[src/rtl/pw_bit_pkg.sv]
// ----------------------------------------------------------------------------
// pw_bit_pkg
// Shared definitions for the pulse-width bit link: receiver FSM state type and
// the default timing constants used by both the transmitter and receiver.
// ----------------------------------------------------------------------------
package pw_bit_pkg;

    typedef enum logic [1:0] {
        IDLE  = 2'd0,   // waiting for the line to be quiet long enough to arm
        HIGH  = 2'd1,   // measuring a high pulse
        LOW   = 2'd2,   // measuring the gap after a pulse
        STUCK = 2'd3    // line held high too long; wait for a quiet line
    } rx_state_t;

    // Default timing in clock cycles.
    localparam int T0_HIGH        = 15;
    localparam int T1_HIGH        = 30;
    localparam int BIT_PERIOD     = 60;
    localparam int DEFAULT_THRESH = 23;
    localparam int DEFAULT_IDLE   = 120;

endpackage

[src/rtl/pw_bit_sync.sv]
// ----------------------------------------------------------------------------
// pw_bit_sync
// Multi-flop synchroniser for the asynchronous rxd line plus edge detector.
//
// Ports:
//   aclk, aresetn  clock / asynchronous active-low reset
//   rxd            asynchronous input line
//   rxd_s          synchronised line
//   rise, fall     single-cycle edge strobes derived from rxd_s
// ----------------------------------------------------------------------------
module pw_bit_sync #(
    parameter int SYNC_STAGES = 2
) (
    input  logic aclk,
    input  logic aresetn,
    input  logic rxd,
    output logic rxd_s,
    output logic rise,
    output logic fall
);

    logic [SYNC_STAGES-1:0] sync_reg;
    logic                   rxd_d_reg;

    always_ff @(posedge aclk or negedge aresetn) begin
        if (!aresetn) begin
            sync_reg  <= '0;
            rxd_d_reg <= 1'b0;
        end else begin
            sync_reg  <= {sync_reg[SYNC_STAGES-2:0], rxd};
            rxd_d_reg <= sync_reg[SYNC_STAGES-1];
        end
    end

    assign rxd_s = sync_reg[SYNC_STAGES-1];
    assign rise  = rxd_s & ~rxd_d_reg;
    assign fall  = ~rxd_s & rxd_d_reg;

endmodule

[src/rtl/pw_bit_rx.sv]
// ----------------------------------------------------------------------------
// pw_bit_rx
// Single-lane pulse-width bit decoder. A long high pulse is a 1, a short one a
// 0; bits are shifted MSB first into a DATA_WIDTH word which is handed to a
// single-entry AXI-Stream style output register.
//
// Ports:
//   aclk, aresetn                  clock / asynchronous active-low reset
//   rxd                            asynchronous pulse-width line
//   cfg_enable                     0 forces IDLE, disarms and drops the partial word
//   cfg_min_high                   pulses shorter than this are glitches
//   cfg_thresh                     high count >= thresh decodes as 1
//   cfg_max_high                   high count above this is a stuck line
//   cfg_idle                       low count that ends a frame / arms the decoder
//   m_axis_tdata/tvalid/tready     decoded word stream
//   stat_frame_err/glitch/overflow sticky status flags
//   stat_clear                     single-cycle clear of all status flags
// ----------------------------------------------------------------------------
module pw_bit_rx
    import pw_bit_pkg::*;
#(
    parameter int DATA_WIDTH  = 32,
    parameter int CNT_WIDTH   = 16,
    parameter int SYNC_STAGES = 2
) (
    input  logic                  aclk,
    input  logic                  aresetn,
    input  logic                  rxd,
    input  logic                  cfg_enable,
    input  logic [CNT_WIDTH-1:0]  cfg_min_high,
    input  logic [CNT_WIDTH-1:0]  cfg_thresh,
    input  logic [CNT_WIDTH-1:0]  cfg_max_high,
    input  logic [CNT_WIDTH-1:0]  cfg_idle,
    output logic [DATA_WIDTH-1:0] m_axis_tdata,
    output logic                  m_axis_tvalid,
    input  logic                  m_axis_tready,
    output logic                  stat_frame_err,
    output logic                  stat_glitch,
    output logic                  stat_overflow,
    input  logic                  stat_clear
);

    localparam int BW = $clog2(DATA_WIDTH + 1);
    localparam logic [BW-1:0] BIT_LAST = BW'(DATA_WIDTH - 1);

    function automatic logic [CNT_WIDTH-1:0] sat_inc(input logic [CNT_WIDTH-1:0] v);
        return (v == {CNT_WIDTH{1'b1}}) ? v : v + CNT_WIDTH'(1);
    endfunction

    logic rxd_s;
    logic rise;
    logic fall;

    pw_bit_sync #(
        .SYNC_STAGES (SYNC_STAGES)
    ) u_sync (
        .aclk    (aclk),
        .aresetn (aresetn),
        .rxd     (rxd),
        .rxd_s   (rxd_s),
        .rise    (rise),
        .fall    (fall)
    );

    rx_state_t             state_reg;
    logic                  armed_reg;
    logic [CNT_WIDTH-1:0]  high_cnt_reg;
    logic [CNT_WIDTH-1:0]  low_cnt_reg;
    logic [BW-1:0]         bit_cnt_reg;
    logic [DATA_WIDTH-1:0] shift_reg;
    logic                  done_reg;
    logic                  frame_err_reg;
    logic                  glitch_reg;
    logic [DATA_WIDTH-1:0] tdata_reg;
    logic                  tvalid_reg;
    logic                  overflow_reg;

    logic [CNT_WIDTH-1:0]  low_inc;
    logic                  idle_hit;
    logic                  bit_val;
    logic [DATA_WIDTH-1:0] shift_next;

    assign low_inc    = sat_inc(low_cnt_reg);
    assign idle_hit   = (low_inc >= cfg_idle);
    assign bit_val    = (high_cnt_reg >= cfg_thresh);
    assign shift_next = (shift_reg << 1) | DATA_WIDTH'(bit_val);

    // Decoder FSM. Status clears are written first so that a set event later
    // in the same cycle takes precedence.
    always_ff @(posedge aclk or negedge aresetn) begin
        if (!aresetn) begin
            state_reg     <= IDLE;
            armed_reg     <= 1'b0;
            high_cnt_reg  <= '0;
            low_cnt_reg   <= '0;
            bit_cnt_reg   <= '0;
            shift_reg     <= '0;
            done_reg      <= 1'b0;
            frame_err_reg <= 1'b0;
            glitch_reg    <= 1'b0;
        end else begin
            done_reg <= 1'b0;
            if (stat_clear) begin
                frame_err_reg <= 1'b0;
                glitch_reg    <= 1'b0;
            end
            if (!cfg_enable) begin
                state_reg    <= IDLE;
                armed_reg    <= 1'b0;
                high_cnt_reg <= '0;
                low_cnt_reg  <= '0;
                bit_cnt_reg  <= '0;
                shift_reg    <= '0;
            end else begin
                case (state_reg)
                    IDLE: begin
                        // Only a rise after a full quiet period starts decoding,
                        // so we never lock on in the middle of a frame.
                        if (armed_reg && rise) begin
                            state_reg    <= HIGH;
                            high_cnt_reg <= CNT_WIDTH'(1);
                            low_cnt_reg  <= '0;
                        end else if (rxd_s) begin
                            low_cnt_reg <= '0;
                        end else begin
                            low_cnt_reg <= low_inc;
                            if (idle_hit) begin
                                armed_reg <= 1'b1;
                            end
                        end
                    end
                    HIGH: begin
                        // The stuck test comes first so a pulse one cycle over
                        // the limit is rejected even if it ends this cycle.
                        if (high_cnt_reg > cfg_max_high) begin
                            frame_err_reg <= 1'b1;
                            bit_cnt_reg   <= '0;
                            shift_reg     <= '0;
                            low_cnt_reg   <= '0;
                            state_reg     <= STUCK;
                        end else if (fall) begin
                            low_cnt_reg <= '0;
                            state_reg   <= LOW;
                            if (high_cnt_reg < cfg_min_high) begin
                                glitch_reg <= 1'b1;
                            end else begin
                                shift_reg <= shift_next;
                                if (bit_cnt_reg == BIT_LAST) begin
                                    bit_cnt_reg <= '0;
                                    done_reg    <= 1'b1;
                                end else begin
                                    bit_cnt_reg <= bit_cnt_reg + BW'(1);
                                end
                            end
                        end else begin
                            high_cnt_reg <= sat_inc(high_cnt_reg);
                        end
                    end
                    LOW: begin
                        if (rise) begin
                            state_reg    <= HIGH;
                            high_cnt_reg <= CNT_WIDTH'(1);
                            low_cnt_reg  <= '0;
                        end else begin
                            low_cnt_reg <= low_inc;
                            if (idle_hit) begin
                                // A completed word stays in shift_reg untouched
                                // so the output stage can still pick it up.
                                if (bit_cnt_reg != '0) begin
                                    frame_err_reg <= 1'b1;
                                    bit_cnt_reg   <= '0;
                                    shift_reg     <= '0;
                                end
                                armed_reg <= 1'b1;
                                state_reg <= IDLE;
                            end
                        end
                    end
                    STUCK: begin
                        if (rxd_s) begin
                            low_cnt_reg <= '0;
                        end else begin
                            low_cnt_reg <= low_inc;
                            if (idle_hit) begin
                                armed_reg <= 1'b1;
                                state_reg <= IDLE;
                            end
                        end
                    end
                    default: state_reg <= IDLE;
                endcase
            end
        end
    end

    // Single-entry output register, loaded the cycle after the completing shift.
    always_ff @(posedge aclk or negedge aresetn) begin
        if (!aresetn) begin
            tdata_reg    <= '0;
            tvalid_reg   <= 1'b0;
            overflow_reg <= 1'b0;
        end else begin
            if (stat_clear) begin
                overflow_reg <= 1'b0;
            end
            if (done_reg) begin
                if (tvalid_reg && !m_axis_tready) begin
                    overflow_reg <= 1'b1;
                end else begin
                    tdata_reg  <= shift_reg;
                    tvalid_reg <= 1'b1;
                end
            end else if (tvalid_reg && m_axis_tready) begin
                tvalid_reg <= 1'b0;
            end
        end
    end

    assign m_axis_tdata   = tdata_reg;
    assign m_axis_tvalid  = tvalid_reg;
    assign stat_frame_err = frame_err_reg;
    assign stat_glitch    = glitch_reg;
    assign stat_overflow  = overflow_reg;

endmodule

[config.mk]
export PLATFORM = sky130hd
export DESIGN_NAME = pw_bit_rx
export DESIGN_NICKNAME = d
export VERILOG_FILES = /design/src/rtl/pw_bit_pkg.sv /design/src/rtl/pw_bit_sync.sv /design/src/rtl/pw_bit_rx.sv
export SDC_FILE = /design/constraint.sdc
export NUM_CORES = 1
export LEC_CHECK = 0
export ABC_AREA = 1
export CORE_ASPECT_RATIO = 1.1
export CORE_MARGIN = 4
export CORE_UTILIZATION = 41
export DETAILED_ROUTE_END_ITERATION = 12
export DONT_BUFFER_PORTS = 1
export PLACE_DENSITY = 0.61
export SLEW_MARGIN = 20
export SYNTH_ARGS = -nofsm -noshare
export SYNTH_HDL_FRONTEND = slang
export SYNTH_SLANG_ARGS = --single-unit
[constraint.sdc]
create_clock -name aclk -period 4.12 [get_ports aclk]
set_input_delay 1.236 -clock aclk [delete_from_list [all_inputs] [get_ports aclk]]
set_output_delay 1.236 -clock aclk [all_outputs]
set_load 0.05 [all_outputs]
* Yosys cells after proc, flatten, opt, wreduce, memory -nomap -nowiden
Index checks and enable logic that the tools add are counted.
** Operators by class
- Multiply operators :: 0
- Bitwise logic cells :: 6
- Magnitude comparators :: 4
- Reduce and logical (&&, ||, !) cells :: 13
- Mux-type cells :: 71
- Shift-type cells :: 0
- Equality and inequality tests :: 22
- Divide/modulo/power cells :: 0
- Add/sub/neg operators :: 3
** Operators by type and width (number)
- two-way mux 32 bit :: 7
- two-way mux 16 bit :: 13
- case mux 16 bit (4 select lines) :: 1
- case mux 32 bit (2 select lines) :: 1
- two-way mux 6 bit :: 8
- case mux 16 bit (3 select lines) :: 1
- adder 16 x 1 -> 16 bit (second input constant) :: 2
- == test 16 bit (second input constant) :: 2
- >= comparator 16 bit :: 2
- bitwise OR 32 x 1 -> 32 bit :: 1
- != test 3 bit (second input constant) :: 10
- two-way mux 1 bit :: 29
- greater-than comparator 16 bit :: 1
- < comparator 16 bit :: 1
- two-way mux 2 bit :: 7
- case mux 6 bit (2 select lines) :: 1
- AND reduction 6 bit :: 2
- != test 4 x 1 -> 1 bit (second input constant) :: 2
- != test 4 bit (second input constant) :: 2
- case mux 2 bit (4 select lines) :: 1
- adder 6 x 1 -> 6 bit (second input constant) :: 1
- == test 6 x 5 -> 1 bit (second input constant) :: 1
- AND reduction 3 bit :: 2
- nonzero test 6 bit :: 1
- other kinds (13) :: 20
** Word-level totals
- Register bits :: 113
- Memories kept :: 0
- Memory bits (read-only) :: 0
- Word-level logic and storage cells :: 133
- Bits in latches :: 0
- Memory bits (writable) :: 0

* Logic depth before layout (Yosys ltp)
- Depth in word-level cells :: 8
- Depth in mapped cells :: 27
- Gate-level depth less buffers :: 26

* Hierarchy
Synthesis repeated with hierarchy kept, for this count alone.
** Unflattened totals
- Cell total of the unflattened synthesis :: 1024
- Area, all modules :: 7503.4 um^2
** Modules (own cells, without submodules)
- pw_bit_rx :: cells an instance 1017, area each 7413.4 um^2, times used 1
- pw_bit_sync :: cells an instance 7, area each 90.1 um^2, times used 1

* Worst setup path before layout
Ideal clock, no wire load.
- Path kind :: register to register
- From :: register low_cnt_reg[0]
- To :: register bit_cnt_reg[2]
- Arrival time :: 2744 ps
- Slack :: 1260 ps
- Data required time :: 4003 ps
- Cell stages (with the launch flop) :: 23
- Setup time :: 117 ps
- Period minus slack after synthesis :: 2860 ps
- Cell sequence :: dfrtp_1 ha_1 nand3_1 nor2_1 nand2_1 nor2_1 nand2_1 nor2_1 nor2_1 xor2_1 ha_1 nand2_1 o21bai_1 a21oi_1 nor2_1 nand2_1 nand2_1 nand2_2 nand3_2 buf_6 buf_6 nand2_1 nand2_1
** On the way
- Cells in the longest elaborated chain, start to end :: 5
- Elaborated cells between the ends (all ways) :: 6
- Those cells by class :: 1 x add/sub; 1 x order compare; 2 x eq/ne; 1 x mux; 1 x reduce/logical
** RTL lines
- from (decl) :: RTL line pw_bit_rx.sv:68 : logic [CNT_WIDTH-1:0] low_cnt_reg;
- from (signal assigned) :: RTL line pw_bit_rx.sv:126 : low_cnt_reg <= low_inc;
- from (signal assigned) :: RTL line pw_bit_rx.sv:165 : low_cnt_reg <= low_inc;
- from (signal assigned) :: RTL line pw_bit_rx.sv:183 : low_cnt_reg <= low_inc;
- adder 16 x 1 -> 16 bit / == test 16 bit (equally long branches) :: RTL line pw_bit_rx.sv:47 : return (v == {CNT_WIDTH{1'b1}}) ? v : v + CNT_WIDTH'(1);
- two-way mux 16 bit (*) :: RTL line pw_bit_rx.sv:47
- >= comparator 16 bit (*) :: RTL line pw_bit_rx.sv:84 : assign idle_hit = (low_inc >= cfg_idle);
- != test 3 bit (no line) (*)
- AND reduction 6 bit (no line) (*)
- to (signal assigned) :: RTL line pw_bit_rx.sv:152 : bit_cnt_reg <= bit_cnt_reg + BW'(1);
- to (decl) :: RTL line pw_bit_rx.sv:69 : logic [BW-1:0] bit_cnt_reg;
Every way passes the cells marked *; elsewhere a longest branch is shown, timed or not.
A chain may end at the register's enable or synchronous reset.

* Worst setup path after layout
- From :: register low_cnt_reg[0]
- To :: register shift_reg[10]
** On the way
- Cells in the longest elaborated chain, start to end :: 5
- Elaborated cells between the ends (all ways) :: 6
- Those cells by class :: 1 x add/sub; 1 x order compare; 2 x eq/ne; 1 x mux; 1 x reduce/logical
** RTL lines
- adder 16 x 1 -> 16 bit / == test 16 bit (equally long branches) :: RTL line pw_bit_rx.sv:47
- two-way mux 16 bit (*) :: RTL line pw_bit_rx.sv:47
- >= comparator 16 bit (*) :: RTL line pw_bit_rx.sv:84
- != test 3 bit (no line) (*)
- AND reduction 6 bit (no line) (*)
- to (signal assigned) :: RTL line pw_bit_rx.sv:147 : shift_reg <= shift_next;
- to (decl) :: RTL line pw_bit_rx.sv:70 : logic [DATA_WIDTH-1:0] shift_reg;
Marked as above.

==> impl_metrics.toml <==
[cells_and_area]
layout-drive-gt1-share = 0.0628
fin_nets = 1163
antennaDiodeCount = 0
syn2layout_area_growth_pct = 9.66
multi_input_area_mm2 = 0.00384
num-fill-cells = 1786
mostFrequentLayoutCells = "301 x nand2_1, 168 x inv_1, 113 x dfrtp_1"
seqCellArea_mm2 = 0.00283
postLayoutCellArea_mm2 = 0.00821
layout_commonest_cell = "nand2_1"

[placed_design]
portBuffers = 0
placed_area_mm2 = 0.00766
gp_congestion = 0.853
dp_hpwl_um = 12300

[yosys]
synth.area.top_cells = "dfrtp_1 38%, nand2_1 15%, ha_1 12%"
synth-edff-count = 0
synthCells = 1023
synth-seq-cells = 113
syn_area_mm2 = 0.00749
syn_nets = 1164
yosys_warnings = 0
synth_ff_type = "dfrtp_1"
async_flop_share = 1.00
syn_avg_cell_area_um2 = 7.32
synth.distinct_cells = 41
seq_area_frac_synth = 0.378
netlist.top_cell.by_area = "dfrtp_1"
yosysTopAreaCellShare = 0.378

[sta]
period_needed_ns = 3.55
slew_violations = 0
max_slew.worst_pin.slew_ns = 0.730
hold_viol_final = 0
max_freq_mhz = 282
rsz0062_at_grt = "no"
final-setup-viol-count = 0
period_share = 0.861
setup_tns_ns = 0
slew_headroom = 0.512
fin_skew_ns = 0.00990

[drt]
wirelength_um = 17100
vias = 6184
vias_per_cell = 4.86
drt-wirelength-per-cell_um = 13.5
ant_nets = 0
drc = 0
dr.pass1.iters = 5
drtIter0Drc = 363

[power]
p_leak_nw = 4.35
p_seq_frac = 0.368
vdd_drop_max_uv = 328
combPwrFrac = 0.225
p_int_mw = 2.19
netSwitchingFraction = 0.334
p_clk_frac = 0.408
p_switching_mw = 1.10
power_density_mw_per_mm2 = 400

[floorplanning]
core_area_mm2 = 0.0178
die_x_um = 137
die_y_um = 150
io_pins = 106
die-area_mm2 = 0.0205
fp-row-count = 51
start_util = 0.421

[critical_path]
slowest_stage = "nor2_8"
crit_fanout = 37
max_stage_delay_ns = 0.43
crit_end = "shift_reg[10]"
reg2reg_depth = 23
rr_startpoint = "low_cnt_reg[0]"
path_cells = "ha_1 > nand3_1 > inv_1 > nand4_1 > inv_1 > or2_2 > o21ai_0 > inv_1 > ha_1 > inv_1 > o21bai_1 > nand2_1 > nand2_1 > nand2_1 > nand2_1 > nand2_1 > nand2_1 > nand2_1 > nand2_2 > nand2_2 > nor2_8 > nand2_1 > nand2_1"
required_ns = 4.47
r2r_slack_ns = 0.57
reg2reg_to = "shift_reg[10]"
cp-start-kind = "register"
crit_start = "low_cnt_reg[0]"
critical_path_class = "reg2reg"
worstSetupEndpointType = "register"
crit_arrival_ns = 3.90
cpMostUsedCell = "nand2_1"

[global_routing]
grt_use_total = 0.175
gr-total-overflow = 0
grt_max_degree = 114
antenna_found_initial = 1
grt_pass1_wl_um = 28900
grt_pass1_vias = 6086

[worst_hold_path]
hp-class = "reg2reg"

[outcome]
status = "complete, no violations"

[clocking]
cts_setup_buffers = 0
clk_path_buf_depth = 2
cts_tree = "yes"
cts-buffers-inserted = 17
htree_levels = 4
cts-root-buf = "clkbuf_16"
clkSlewWorstSetupHoldPaths_ns = 0.05
postCtsHoldBufs = 0
clkLatencyLatePin_ns = 0.42
clock_sinks = 113
cts_resized = 0

[flow_run]
cap_viol_max_count = 0
==> critical path, delay by kind of cell (launching register included) <==
family / cells / cell delay (ns)
DFF: 1 / 0.40
adders and majority gates: 2 / 0.52
and+or+nand+nor: 15 / 2.01
AOI/OAI and AO/OA: 2 / 0.22
buffers and inverters: 4 / 0.32
==> worst min path at each step <==
stage                            start                 end  slack [ns]  depth (start not counted)
floorplan           u_sync.sync_reg[0]  u_sync.sync_reg[1]        0.33                          0
global placement    u_sync.sync_reg[0]  u_sync.sync_reg[1]        0.33                          0
detailed placement  u_sync.sync_reg[0]  u_sync.sync_reg[1]        0.34                          0
CTS                 u_sync.sync_reg[0]  u_sync.sync_reg[1]        0.35                          0
global route        u_sync.sync_reg[0]  u_sync.sync_reg[1]        0.35                          0
finish              u_sync.sync_reg[0]  u_sync.sync_reg[1]        0.35                          0
==> Yosys cell counts (3+ instances only) <==
cell type	number
a21oi_1	34
o21ai_0	62
ha_1	71
nor2_1	88
buf_2	4
dfrtp_1	113
xor2_1	20
buf_6	9
clkbuf_1	10
o22ai_1	4
nand2_2	6
nor2_2	3
nor3_1	32
inv_1	168
nand2_1	302
inv_2	6
nand2_4	3
or2_2	3
o21ai_1	7
nand3_2	4
nand4_1	13
nand3_1	36
==> per-layer routing <==
layer  up-vias  routed length, µm  GRT usage  part of all wire
li1       3217                  -          -                 -
met1      2831               7910      0.225              0.46
met2       109               8080      0.287              0.47
met3        25                787     0.0427             0.046
met4         2                327     0.0604             0.019
met5         -                 13          0           0.00076
==> logic make-up (layout without fill, tap and decap cells) <==
family / Yosys count / after routing / synth area share
simple gates: 498 / 498 / 0.282
buf+inv: 199 / 211 / 0.110
compound gates: 120 / 120 / 0.0855
flops: 113 / 113 / 0.378
fa+ha+maj: 71 / 71 / 0.119
xor+xnor: 21 / 21 / 0.0246
mux: 1 / 1 / 0.00150
==> stage by stage <==
stage / utilization / cells / total power [mW] / worst slack (ns) / hold WS (ns)
5_1_grt: 0.461 / 1273 / 3.48 / 0.121 / 0.351
3_5_place_dp: 0.431 / 1241 / 1.97 / 0.554 / 0.336
6_report: 0.461 / 1273 / 3.29 / 0.571 / 0.348
3_3_place_gp: 0.431 / 1241 / 1.96 / 0.617 / 0.334
4_1_cts: 0.461 / 1273 / 3.33 / 0.537 / 0.348
2_1_floorplan: - / 1023 / 1.86 / 1.26 / 0.331
==> power groups by stage <==
| stage | Clock, mW | Sequential [mW] | Combinational, mW |
|---|---|---|---|
| 3_5_place_dp | 0 | 1.23 | 0.741 |
| 5_1_grt | 1.42 | 1.21 | 0.844 |
| 6_report | 1.34 | 1.21 | 0.739 |
| 3_3_place_gp | 0 | 1.23 | 0.737 |
| 4_1_cts | 1.37 | 1.21 | 0.745 |
| 2_1_floorplan | 0 | 1.21 | 0.650 |
==> final cells by class <==
cell class                 count  area share
sequential                   113       0.344
multi-input combinational    711       0.467
clock inverter                 8     0.00670
clock buffer                  24      0.0599
tap                          238      0.0363
timing repair buffer           5     0.00609
inverter                     174      0.0795
(Power assumes the default switching activity.)
